## src/rtl/pipeline_hazard_ctrl.sv

```systemverilog
`default_nettype none
// pipeline_hazard_ctrl: load-use / taken-branch / mult-div stall and flush sequencer for the PC, FD, DX, XM latches.
// Optional feature macro: MD_TIMEOUT_EN forces mult/div completion after MD_TIMEOUT wait cycles.  Rev 1.0
module pipeline_hazard_ctrl #(
    parameter int MD_TIMEOUT = 40,
    parameter int CNT_W      = 16
) (
    input  logic             clock,
    input  logic             reset,
    input  logic [31:0]      fd_ir,
    input  logic [31:0]      dx_ir,
    input  logic             branch_taken,
    input  logic             md_ready,
    output logic             stall_pc,
    output logic             stall_fd,
    output logic             stall_dx,
    output logic             stall_xm,
    output logic             dx_bubble,
    output logic             fd_flush,
    output logic             md_start_mult,
    output logic             md_start_div,
    output logic             md_busy,
    output logic             md_result_valid,
    output logic             md_timeout,
    output logic [CNT_W-1:0] stall_count
);
    localparam logic [4:0] OP_RTYPE = 5'b00000;
    localparam logic [4:0] OP_LW    = 5'b01000;
    localparam logic [4:0] OP_SW    = 5'b00111;
    localparam logic [4:0] OP_BNE   = 5'b00010;
    localparam logic [4:0] OP_BLT   = 5'b00110;
    localparam logic [4:0] OP_JR    = 5'b00100;
    localparam logic [4:0] ALU_MULT = 5'b00110;
    localparam logic [4:0] ALU_DIV  = 5'b00111;

    typedef enum logic [1:0] {
        S_IDLE = 2'd0,
        S_WAIT = 2'd1,
        S_DONE = 2'd2
    } md_state_t;

    md_state_t state, next_state;

    logic [4:0] fd_op, fd_rd, fd_rs, fd_rt;
    logic [4:0] dx_op, dx_rd, dx_aluop;
    logic       uses_rs, uses_rt, uses_rd;
    logic       load_use, dx_is_mult, dx_is_div, md_hold, cnt_expired;

    assign fd_op    = fd_ir[31:27];
    assign fd_rd    = fd_ir[26:22];
    assign fd_rs    = fd_ir[21:17];
    assign fd_rt    = fd_ir[16:12];
    assign dx_op    = dx_ir[31:27];
    assign dx_rd    = dx_ir[26:22];
    assign dx_aluop = dx_ir[6:2];

    logic unused_bits;
    assign unused_bits = ^{fd_ir[11:0], dx_ir[21:7], dx_ir[1:0], (MD_TIMEOUT != 0)};

    // Source-register usage of the decode-stage instruction
    always_comb begin
        uses_rs = 1'b0;
        uses_rt = 1'b0;
        uses_rd = 1'b0;
        case (fd_op)
            OP_RTYPE: begin
                uses_rs = 1'b1;
                uses_rt = 1'b1;
            end
            OP_SW, OP_BNE, OP_BLT: begin
                uses_rd = 1'b1;
                uses_rs = 1'b1;
            end
            OP_JR:   uses_rd = 1'b1;
            default: uses_rs = 1'b1;
        endcase
    end

    assign load_use = (dx_op == OP_LW) && (dx_rd != 5'd0) &&
                      ((uses_rs && (fd_rs == dx_rd)) ||
                       (uses_rt && (fd_rt == dx_rd)) ||
                       (uses_rd && (fd_rd == dx_rd)));

    assign dx_is_mult = (dx_op == OP_RTYPE) && (dx_aluop == ALU_MULT);
    assign dx_is_div  = (dx_op == OP_RTYPE) && (dx_aluop == ALU_DIV);

`ifdef MD_TIMEOUT_EN
    localparam int TW = $clog2(MD_TIMEOUT + 1);
    logic [TW-1:0] md_cnt;
    logic          timed_out;

    assign cnt_expired = (md_cnt == TW'(MD_TIMEOUT - 1));

    always_ff @(posedge clock or negedge reset) begin
        if (!reset) begin
            md_cnt    <= '0;
            timed_out <= 1'b0;
        end else begin
            if (state == S_IDLE)
                md_cnt <= '0;
            else if (state == S_WAIT)
                md_cnt <= md_cnt + TW'(1);
            timed_out <= (state == S_WAIT) && !md_ready && cnt_expired;
        end
    end

    assign md_timeout = (state == S_DONE) && timed_out;
`else
    assign cnt_expired = 1'b0;
    assign md_timeout  = 1'b0;
`endif

    always_ff @(posedge clock or negedge reset) begin
        if (!reset)
            state <= S_IDLE;
        else
            state <= next_state;
    end

    always_comb begin
        next_state      = state;
        stall_pc        = 1'b0;
        stall_fd        = 1'b0;
        stall_dx        = 1'b0;
        stall_xm        = 1'b0;
        dx_bubble       = 1'b0;
        fd_flush        = 1'b0;
        md_start_mult   = 1'b0;
        md_start_div    = 1'b0;
        md_busy         = 1'b0;
        md_result_valid = 1'b0;
        md_hold         = 1'b0;
        case (state)
            S_WAIT: begin
                md_hold  = 1'b1;
                md_busy  = 1'b1;
                stall_pc = 1'b1;
                stall_fd = 1'b1;
                stall_dx = 1'b1;
                stall_xm = 1'b1;
                if (md_ready || cnt_expired)
                    next_state = S_DONE;
            end
            S_DONE: begin
                md_result_valid = 1'b1;
                next_state      = S_IDLE;
            end
            default: begin
                // XM still advances on issue; its X-stage result is discarded downstream
                if (dx_is_mult || dx_is_div) begin
                    md_hold       = 1'b1;
                    md_start_mult = dx_is_mult;
                    md_start_div  = dx_is_div;
                    stall_pc      = 1'b1;
                    stall_fd      = 1'b1;
                    stall_dx      = 1'b1;
                    next_state    = S_WAIT;
                end
            end
        endcase
        if (!md_hold) begin
            if (branch_taken) begin
                fd_flush  = 1'b1;
                dx_bubble = 1'b1;
            end else if (load_use) begin
                stall_pc  = 1'b1;
                stall_fd  = 1'b1;
                dx_bubble = 1'b1;
            end
        end
    end

    always_ff @(posedge clock or negedge reset) begin
        if (!reset)
            stall_count <= '0;
        else if (stall_pc && (stall_count != {CNT_W{1'b1}}))
            stall_count <= stall_count + CNT_W'(1);
    end

endmodule
`default_nettype wire

```

## config.mk

```make
export PLATFORM = sky130hd
export DESIGN_NAME = pipeline_hazard_ctrl
export DESIGN_NICKNAME = d
export VERILOG_FILES = /design/src/rtl/pipeline_hazard_ctrl.sv
export SDC_FILE = /design/constraint.sdc
export NUM_CORES = 1
export LEC_CHECK = 0
export BUFFER_PORTS_ARGS = -buffer_cell sky130_fd_sc_hd__buf_2
export CORE_ASPECT_RATIO = 2
export CORE_MARGIN = 2
export CORE_UTILIZATION = 43
export DETAILED_ROUTE_END_ITERATION = 10
export PLACE_DENSITY = 0.85
export SETUP_SLACK_MARGIN = 0.5
export SLEW_MARGIN = 5
export SYNTH_ARGS = -nofsm -noshare
export SYNTH_HDL_FRONTEND = slang
export SYNTH_SLANG_ARGS = --single-unit
export TNS_END_PERCENT = 100
```

## constraint.sdc

```tcl
create_clock -name clock -period 3.5 [get_ports clock]
set_input_delay 0.35 -clock clock [delete_from_list [all_inputs] [get_ports clock]]
set_output_delay 0.35 -clock clock [all_outputs]
set_load 0.01 [all_outputs]
```

## Yosys cells after proc, flatten, opt, wreduce, memory -nomap -nowiden

Cells that the tools add are included.

| word-level totals | value |
|---|---|
| register bits | 18 |
| latch bits | 0 |
| bits in writable memories | 0 |
| memory bits (read-only) | 0 |
| input port bits | 68 |
| output and inout port bits | 27 |
| logic and storage cells | 56 |
| memories | 0 |

| operators by class | value |
|---|---|
| add/sub/neg operators | 1 |
| $mul | 0 |
| div/mod/pow operators | 0 |
| order comparisons | 0 |
| eq/ne operators | 14 |
| shift operators | 0 |
| mux-type cells | 21 |
| bitwise gates (word level) | 0 |
| reduce and logical (&&, ||, !) cells | 18 |

Operators by type and width:

| kind | count |
|---|---|
| $eq A5 B3 Y1 const B | 5 |
| $mux W1 | 17 |
| $add A16 B1 Y16 const B | 1 |
| $ne A16 B16 Y1 const B | 1 |
| $eq A5 B5 Y1 | 3 |
| $logic_not A5 Y1 | 2 |
| $logic_and A1 B1 Y1 | 8 |
| $eq A5 B2 Y1 const B | 1 |
| $eq A5 B4 Y1 const B | 1 |
| $reduce_bool A5 Y1 | 1 |
| $mux W2 | 2 |
| $pmux W2 S2 | 1 |
| $reduce_or A4 Y1 | 1 |
| $logic_or A1 B1 Y1 | 3 |
| $reduce_bool A3 Y1 | 1 |
| $eq A2 B1 Y1 const B | 1 |
| $eq A2 B2 Y1 const B | 1 |
| $ne A2 B2 Y1 const B | 1 |
| $pmux W1 S2 | 1 |
| $reduce_and A2 Y1 | 1 |
| $reduce_or A2 Y1 | 1 |

## Logic depth before layout (Yosys ltp)

Gate-level depths: netlist (run 1).

| depth | value |
|---|---|
| depth in word-level cells | 10 |
| depth in mapped cells | 8 |
| depth with buffers taken out | 7 |

## Worst setup path after synthesis (run 1)

No wires, ideal clock.

| path | value |
|---|---|
| path kind | input -> output |
| start point | input port dx_ir[28] |
| end point | output port stall_pc |
| arrival | 1839 ps |
| data required time | 3150 ps |
| slack | 1311 ps |
| stages | 8 |
| buffers on the path | 2 |
| cells stage by stage | or4_4 nor4_4 nand2_2 o21ai_4 a31oi_4 buf_6 inv_1 buf_4 |

| on the way | value |
|---|---|
| longest elaborated chain between the ends | 6 |
| elaborated cells on any way between the ends | 12 |
| those cells by class | 1 x eq/ne; 5 x mux; 6 x reduce/logical |

RTL lines:

| element | line | RTL |
|---|---|---|
| start: declaration | 11 | `input logic [31:0] dx_ir,` |
| $logic_not A5 Y1 (*) | 84, 85 |  |
| $logic_and A1 B1 Y1 (on tied branches) | 84, 85 |  |
| $logic_or A1 B1 Y1 (*) | 150 | `if (dx_is_mult \|\| dx_is_div) begin` |
| $mux W1 (*) | -- |  |
| $pmux W1 S2 (*) | -- |  |
| net stall_dx | 16 | `output logic stall_dx,` |
| $mux W1 (*) | 161 | `if (!md_hold) begin` |
| end: declaration | 14 | `output logic stall_pc,` |

The timed path passes the listed nets; every way through them passes the cells marked *.

## Worst setup path in the final report (run 1)

| path | value |
|---|---|
| start point | input port dx_ir[23] |
| end point | output port stall_fd |

| on the way | value |
|---|---|
| longest elaborated chain between the ends | 8 |
| elaborated cells on any way between the ends | 14 |
| those cells by class | 3 x eq/ne; 3 x mux; 8 x reduce/logical |

RTL lines:

| element | line | RTL |
|---|---|---|
| $eq A5 B5 Y1 (on tied branches) | 80, 81 |  |
| $logic_and A1 B1 Y1 (on tied branches) | 80, 81 |  |
| $logic_or A1 B1 Y1 | 80 | `((uses_rs && (fd_rs == dx_rd)) \|\|` |
| $logic_or A1 B1 Y1 | 81 | `(uses_rt && (fd_rt == dx_rd)) \|\|` |
| $logic_and A1 B1 Y1 (*) | 79 | `assign load_use = (dx_op == OP_LW) && (dx_rd != 5'd0) &&` |
| $mux W1 (*) | 165 | `end else if (load_use) begin` |
| $mux W1 (*) | 162 | `if (branch_taken) begin` |
| $mux W1 (*) | 161 |  |
| end: declaration | 15 | `output logic stall_fd,` |

Mark *: on every way between the ends. The rest lies on a longest branch, timed or not.

==> results.yml, run 1 <==
placement:
  dp_hpwl_um: 2551
  gp_congestion: 0.7869
  io_buffers: 64
worst_setup_path:
  crit_family: "compound AO/OA/AOI/OAI gates"
  critPathCaptureType: "primary output"
  crit_chain: "buf_2 > or4_1 > o21ai_0 > inv_1 > a31oi_4 > inv_1 > buf_2"
  rrSetupSlack_ns: 1.45
  cp_slowest_cell: "or4_1"
  cp_num_buf_inv: 4
  cp_slowest_stage_delay_ns: 0.53
  crit_arrival_ns: 2.05
  required_ns: 3.15
  start_kind: "primary input"
  critPathKind: "in -> out"
  critPathMaxFanout: 17
finish:
  diodes: 0
  finalNetCount: 275
  drive_above_1_share: 0.3861
  seq_area_um2: 450.4
  multiInputGateArea_um2: 780.7
  fill_cells: 267
  area_growth_pct: 28.29
timing:
  worstMarginPinSlew_ns: 0.6540
  fin_crit_ns: 2.403
  setup_viol: 0
  clock.fmax_mhz: 416.2
  rsz0062_at_grt: "false"
  relSlewSlack: 0.5614
  fin_crit_sh: 0.6865
  tns_ns: 0
  slew_violations: 0
  hold_viol: 0
  fin_skew_ns: 0.002836
logic_synthesis:
  ys_seq_area_frac: 0.3488
  synth_top_area_cell: "dfrtp_1"
  synth_most_common_cell: "xor2_1"
  synth_edf_count: 0
  ys_warn_count: 0
  synth_commonest_cells: "xor2_1 (21), dfrtp_1 (18), nor2_1 (15)"
  ys_ff_latch: 18
  syn_nets: 210
  avgSynthCellArea_um2: 9.289
  ys_top_cells_by_area: "dfrtp_1 (35%), xor2_1 (14%), nor2_1 (4.4%)"
  syn-cell-area_um2: 1291
  ys.flop_type: "dfrtp_1"
  syn_inst: 139
  synthArstFlopShare: 1.000
  yosys.cell_types.count: 35
  synth.top_cell.area_share: 0.3488
global_route:
  grt_max_degree: 19
  antenna_found_initial: 0
  grt_pass1_vias: 1267
  overflow: 0
  grtUsageTotal: 0.1925
  grt_pass1_wl_um: 5154
die:
  start_util: 0.4441
  die_h_um: 81.50
  boundaryPins: 95
  die_w_um: 42.75
  fp.dieArea_um2: 3484
  rows: 28
  core_um2: 2908
routing:
  ant_nets: 0
  routed-via-count: 1242
  wl_per_cell_um: 13.06
  drt_iter0_drc: 16
  drcViolationCount: 0
  wirelength_um: 3031
  dr.pass1.iters: 4
  vias_per_cell: 5.353
clocking:
  postCtsHoldBufs: 0
  postCtsResizedCells: 0
  cts_tree: "done"
  clkLatencyLatePin_ns: 0.25
  cts_root_buffer: "clkbuf_8"
  clk_path_buf_depth: 2
  ctsHtreeMaxLevel: 1
  cts_setup_buffers: 0
  clock-sinks: 18
  clk_pin_slew_ns: 0.07
  cts_made_buffers: 3
job:
  maxCapViolations: 0
min_path:
  hp-class: "in -> async"
power:
  total_power_uw: 983.6
  power.leakage_nw: 0.7624
  ir_worst_vdd_mv: 0.3184
  p_per_area_nw_per_um2: 593.7
status:
  outcome: "completed"
==> worst paths after layout <==
| path | to | start | cells past startpoint |
|---|---|---|---|
| setup / recovery | stall_fd | dx_ir[23] | 7 |
| max in group asynchronous | stall_count[9] | reset | 1 |
| hold / removal | stall_count[5] | reset | 1 |
| hold reg to reg | stall_count[5] | stall_count[5] | 1 |
| min in group clock | state[1] | md_ready | 3 |
| setup reg to reg | stall_count[15] | stall_count[7] | 7 |
==> layer usage <==
metal,track usage,share of wire
met2,0.3924,0.59
met3,0.02198,0.057
met4,0.1063,0.024
met5,0,0
met1,0.1715,0.32
==> report_power, final <==
part | switching (mW) | internal [mW] | leakage [nW] | total [mW]
combinational | 0.281 | 0.216 | 0.543 | 0.497
clock | 0.0651 | 0.0763 | 0.0216 | 0.141
sequential | 0.0738 | 0.271 | 0.197 | 0.345
==> per-stage QoR <==
step,std cells,instance area (µm²),hold WS [ns],util,worst slack (ns)
2_1_floorplan,139,1291,0.05441,-,1.311
3_3_place_gp,229,1615,0.3015,0.5555,1.093
3_5_place_dp,229,1615,0.3054,0.5555,1.088
4_1_cts,232,1657,0.03659,0.5697,1.094
5_1_grt,232,1657,0.04732,0.5697,0.9143
6_report,232,1657,0.02617,0.5697,1.097
==> worst register-to-register path: cells and delay by family (launching register included) <==
family	cells	cell delay, ns
DFF	1	0.45
and+or+nand+nor	5	0.80
AOI/OAI and AO/OA	1	0.58
xor gates and xnor gates	1	0.15
==> cell usage in the layout (no fill, tap or decap), types with 2 or more instances in the layout <==
cell type / netlist / final
and3_1: 3 / 3
nor2_1: 15 / 15
buf_2: 0 / 64
clkbuf_8: 0 / 3
xnor2_1: 6 / 6
a211oi_1: 2 / 2
o21ai_0: 2 / 2
nor4_4: 2 / 2
nor3_1: 3 / 3
dfrtp_1: 18 / 18
a21oi_1: 3 / 3
nand4_1: 4 / 4
mux2_1: 3 / 3
nand2_1: 12 / 12
nand3_1: 9 / 9
inv_1: 7 / 7
xor2_1: 21 / 21
nand2b_1: 2 / 2
nand3b_1: 2 / 2
ha_1: 3 / 3
nor4_1: 4 / 4
==> kinds of logic after synthesis <==
logic type / Yosys count / synth area share
buf+inv: 11 / 0.04651
compound gates: 12 / 0.07946
mux: 4 / 0.03488
xor+xnor: 27 / 0.1831
other cells: 1 / 0.002904
fa+ha+maj: 3 / 0.02907
simple gates: 63 / 0.2752
flops: 18 / 0.3488
==> flip-flops by register name, indices dropped and copies added, names as in the netlist <==
| signal | count |
|---|---|
| stall_count | 16 |
| state | 2 |
==> area by class of cell <==
cell class              instances  share of cell area
clock buffers                   3             0.02492
inverters                       7             0.01586
multi-input cells             110              0.4713
flip-flops and latches         18              0.2719
well taps                      30             0.02266
repair buffers                 64              0.1934
Note: power is estimated with default switching activity, not from simulation.
==> inputs of run 2 (changes only) <==
--- a/config.mk
+++ b/config.mk
@@ -8,9 +8,9 @@
 export BUFFER_PORTS_ARGS = -buffer_cell sky130_fd_sc_hd__buf_2
 export CORE_ASPECT_RATIO = 2
 export CORE_MARGIN = 2
-export CORE_UTILIZATION = 43
+export CORE_UTILIZATION = 36
 export DETAILED_ROUTE_END_ITERATION = 10
-export PLACE_DENSITY = 0.85
+export PLACE_DENSITY = 0.76
 export SETUP_SLACK_MARGIN = 0.5
 export SLEW_MARGIN = 5
 export SYNTH_ARGS = -nofsm -noshare
==> constraint.sdc (replaced) <==
create_clock -name clock -period 2.2 [get_ports clock]
set_input_delay 0.22 -clock clock [delete_from_list [all_inputs] [get_ports clock]]
set_output_delay 0.22 -clock clock [all_outputs]
set_load 0.01 [all_outputs]
==> run 2 against run 1 <==
Net effect: first-iteration DRC count up 6.3%; sequential cell count is the same; cell count increased by 18%.
==> results.yml, run 2 (synthesis results as in run 1) <==
global_route:
  overflow: 0
  grt_pass1_wl_um: 5582
  grt_pass1_vias: 1384
  antenna_found_initial: 0
  grt_max_degree: 19
  grtUsageTotal: 0.1902
worst_setup_path:
  r2r_start: "stall_count[0]"
  critPathKind: "in -> out"
  required_ns: 1.98
  crit_start: "dx_ir[31]"
  critPathMaxFanout: 4
  start_kind: "primary input"
  crit_arrival_ns: 1.71
  critPathCaptureType: "primary output"
clocking:
  clk_pin_slew_ns: 0.07
  clock-sinks: 18
  cts_root_buffer: "clkbuf_8"
  ctsHtreeMaxLevel: 1
  clk_path_buf_depth: 2
  clkLatencyLatePin_ns: 0.26
  cts_made_buffers: 3
  cts_tree: "done"
placement:
  dp_hpwl_um: 2636
  gp_congestion: 0.7285
  placed_cell_area_um2: 1733
  io_buffers: 64
  dp_worst_setup_slack_ns: -0.05770
routing:
  routed-via-count: 1360
  vias_per_cell: 4.982
  dr.pass1.iters: 3
  drcViolationCount: 0
  wirelength_um: 3609
  drt_iter0_drc: 17
  wl_per_cell_um: 13.22
  ant_nets: 0
timing:
  holdWs_ns: 0.2656
  fin_skew_ns: 0.006500
  setup_viol: 0
  rsz0062_at_grt: "true"
  fin_crit_sh: 0.8756
  fin_crit_ns: 1.926
  slew_violations: 0
  clock.fmax_mhz: 519.1
  hold_viol: 0
  fin_ws_ns: 0.2736
finish:
  fin_util: 0.6143
  area_growth_pct: 62.50
  regMostFlops: "stall_count"
  finalNetCount: 297
  layout_commonest_cell: "buf_2"
  reg.largest.list: "stall_count: 16 flops, state: 2 flops"
  diodes: 0
  final_cell_area_um2: 2098
  largest_reg_flops: 16
  final_cell_mix: "buf_2 (60), xor2_1 (21), dfrtp_1 (17)"
  drive_above_1_share: 0.5556
min_path:
  hold_start: "md_ready"
  hp-class: "in -> reg"
power:
  power.leakage_nw: 0.9407
  ir_worst_vdd_mv: 0.5081
  p_per_area_nw_per_um2: 1023
die:
  core_um2: 3416
  die_w_um: 46.35
  start_util: 0.3780
  boundaryPins: 95
  fp.dieArea_um2: 4111
  rows: 30
  die_h_um: 88.70
status:
  outcome: "completed"
job:
  maxCapViolations: 0
run 2: cell count changes in the layout (fill, tap and decap cells not counted), moves of 3 or more:
cell,before,now
nor2_1,15,6
buf_2,64,60
nor3_4,0,3
nor2_4,0,9
mux2_1,3,0
mux2_4,0,3
nor3_1,3,0
buf_6,0,10
buf_4,0,14
run 2: path summary, 6_finish.rpt:
kind	depth (start not counted)	slack (ns)	to
max in group asynchronous	2	1.47	stall_count[7]
setup / recovery	9	0.27	stall_fd
min in group asynchronous	2	0.42	stall_count[13]
hold reg to reg	1	0.49	stall_count[10]
setup reg to reg	6	0.39	stall_count[15]
hold / removal	3	0.27	state[1]
run 2: worst max-delay path, stage by stage:
cell	delay, ns
buf_6	0.09
or4_4	0.54
nor4_4	0.27
nand2_2	0.12
o21ai_4	0.09
a31oi_4	0.08
buf_6	0.16
inv_4	0.05
buf_6	0.09
run 2: layout make-up:
cell class,instances,area [µm²]
Clock buffer,4,55.05
Fill cell,281,1318
Inverter,7,28.78
Multi-Input combinational cell,110,959.7
Sequential cell,18,451.7
Tap cell,48,60.06
Timing Repair Buffer,86,543.0
run 2: routing by layer:
metal | vias up | part of all wire | global-route usage
met4 | 0 | 0.032 | 0.1117
met1 | 646 | 0.31 | 0.1484
li1 | 647 | - | -
met2 | 60 | 0.60 | 0.3914
met5 | - | 0 | 0
met3 | 7 | 0.050 | 0.02245
run 2: repair_timing:
action                     CTS  global route
hold endpoints to repair    18             0
hold buffers                 1             0
pin swaps                   14             8
setup buffers               10             5
setup endpoints to repair   23            24
gates cloned                 0             0
resized for setup           29            11
run 2: power breakdown:
part / switching (mW) / leakage (nW) / internal, mW
Clock: 0.116 / 0.0288 / 0.159
Combinational: 0.666 / 0.716 / 0.668
Sequential: 0.105 / 0.196 / 0.433
run 2: stage by stage:
step / instances / power [mW] / setup TNS, ns
4_1_cts: 268 / 2.062 / 0
2_1_floorplan: 139 / 1.163 / 0
3_3_place_gp: 253 / 1.416 / -0.1511
5_1_grt: 273 / 2.290 / 0
6_report: 273 / 2.147 / 0
3_5_place_dp: 253 / 1.431 / -0.2844
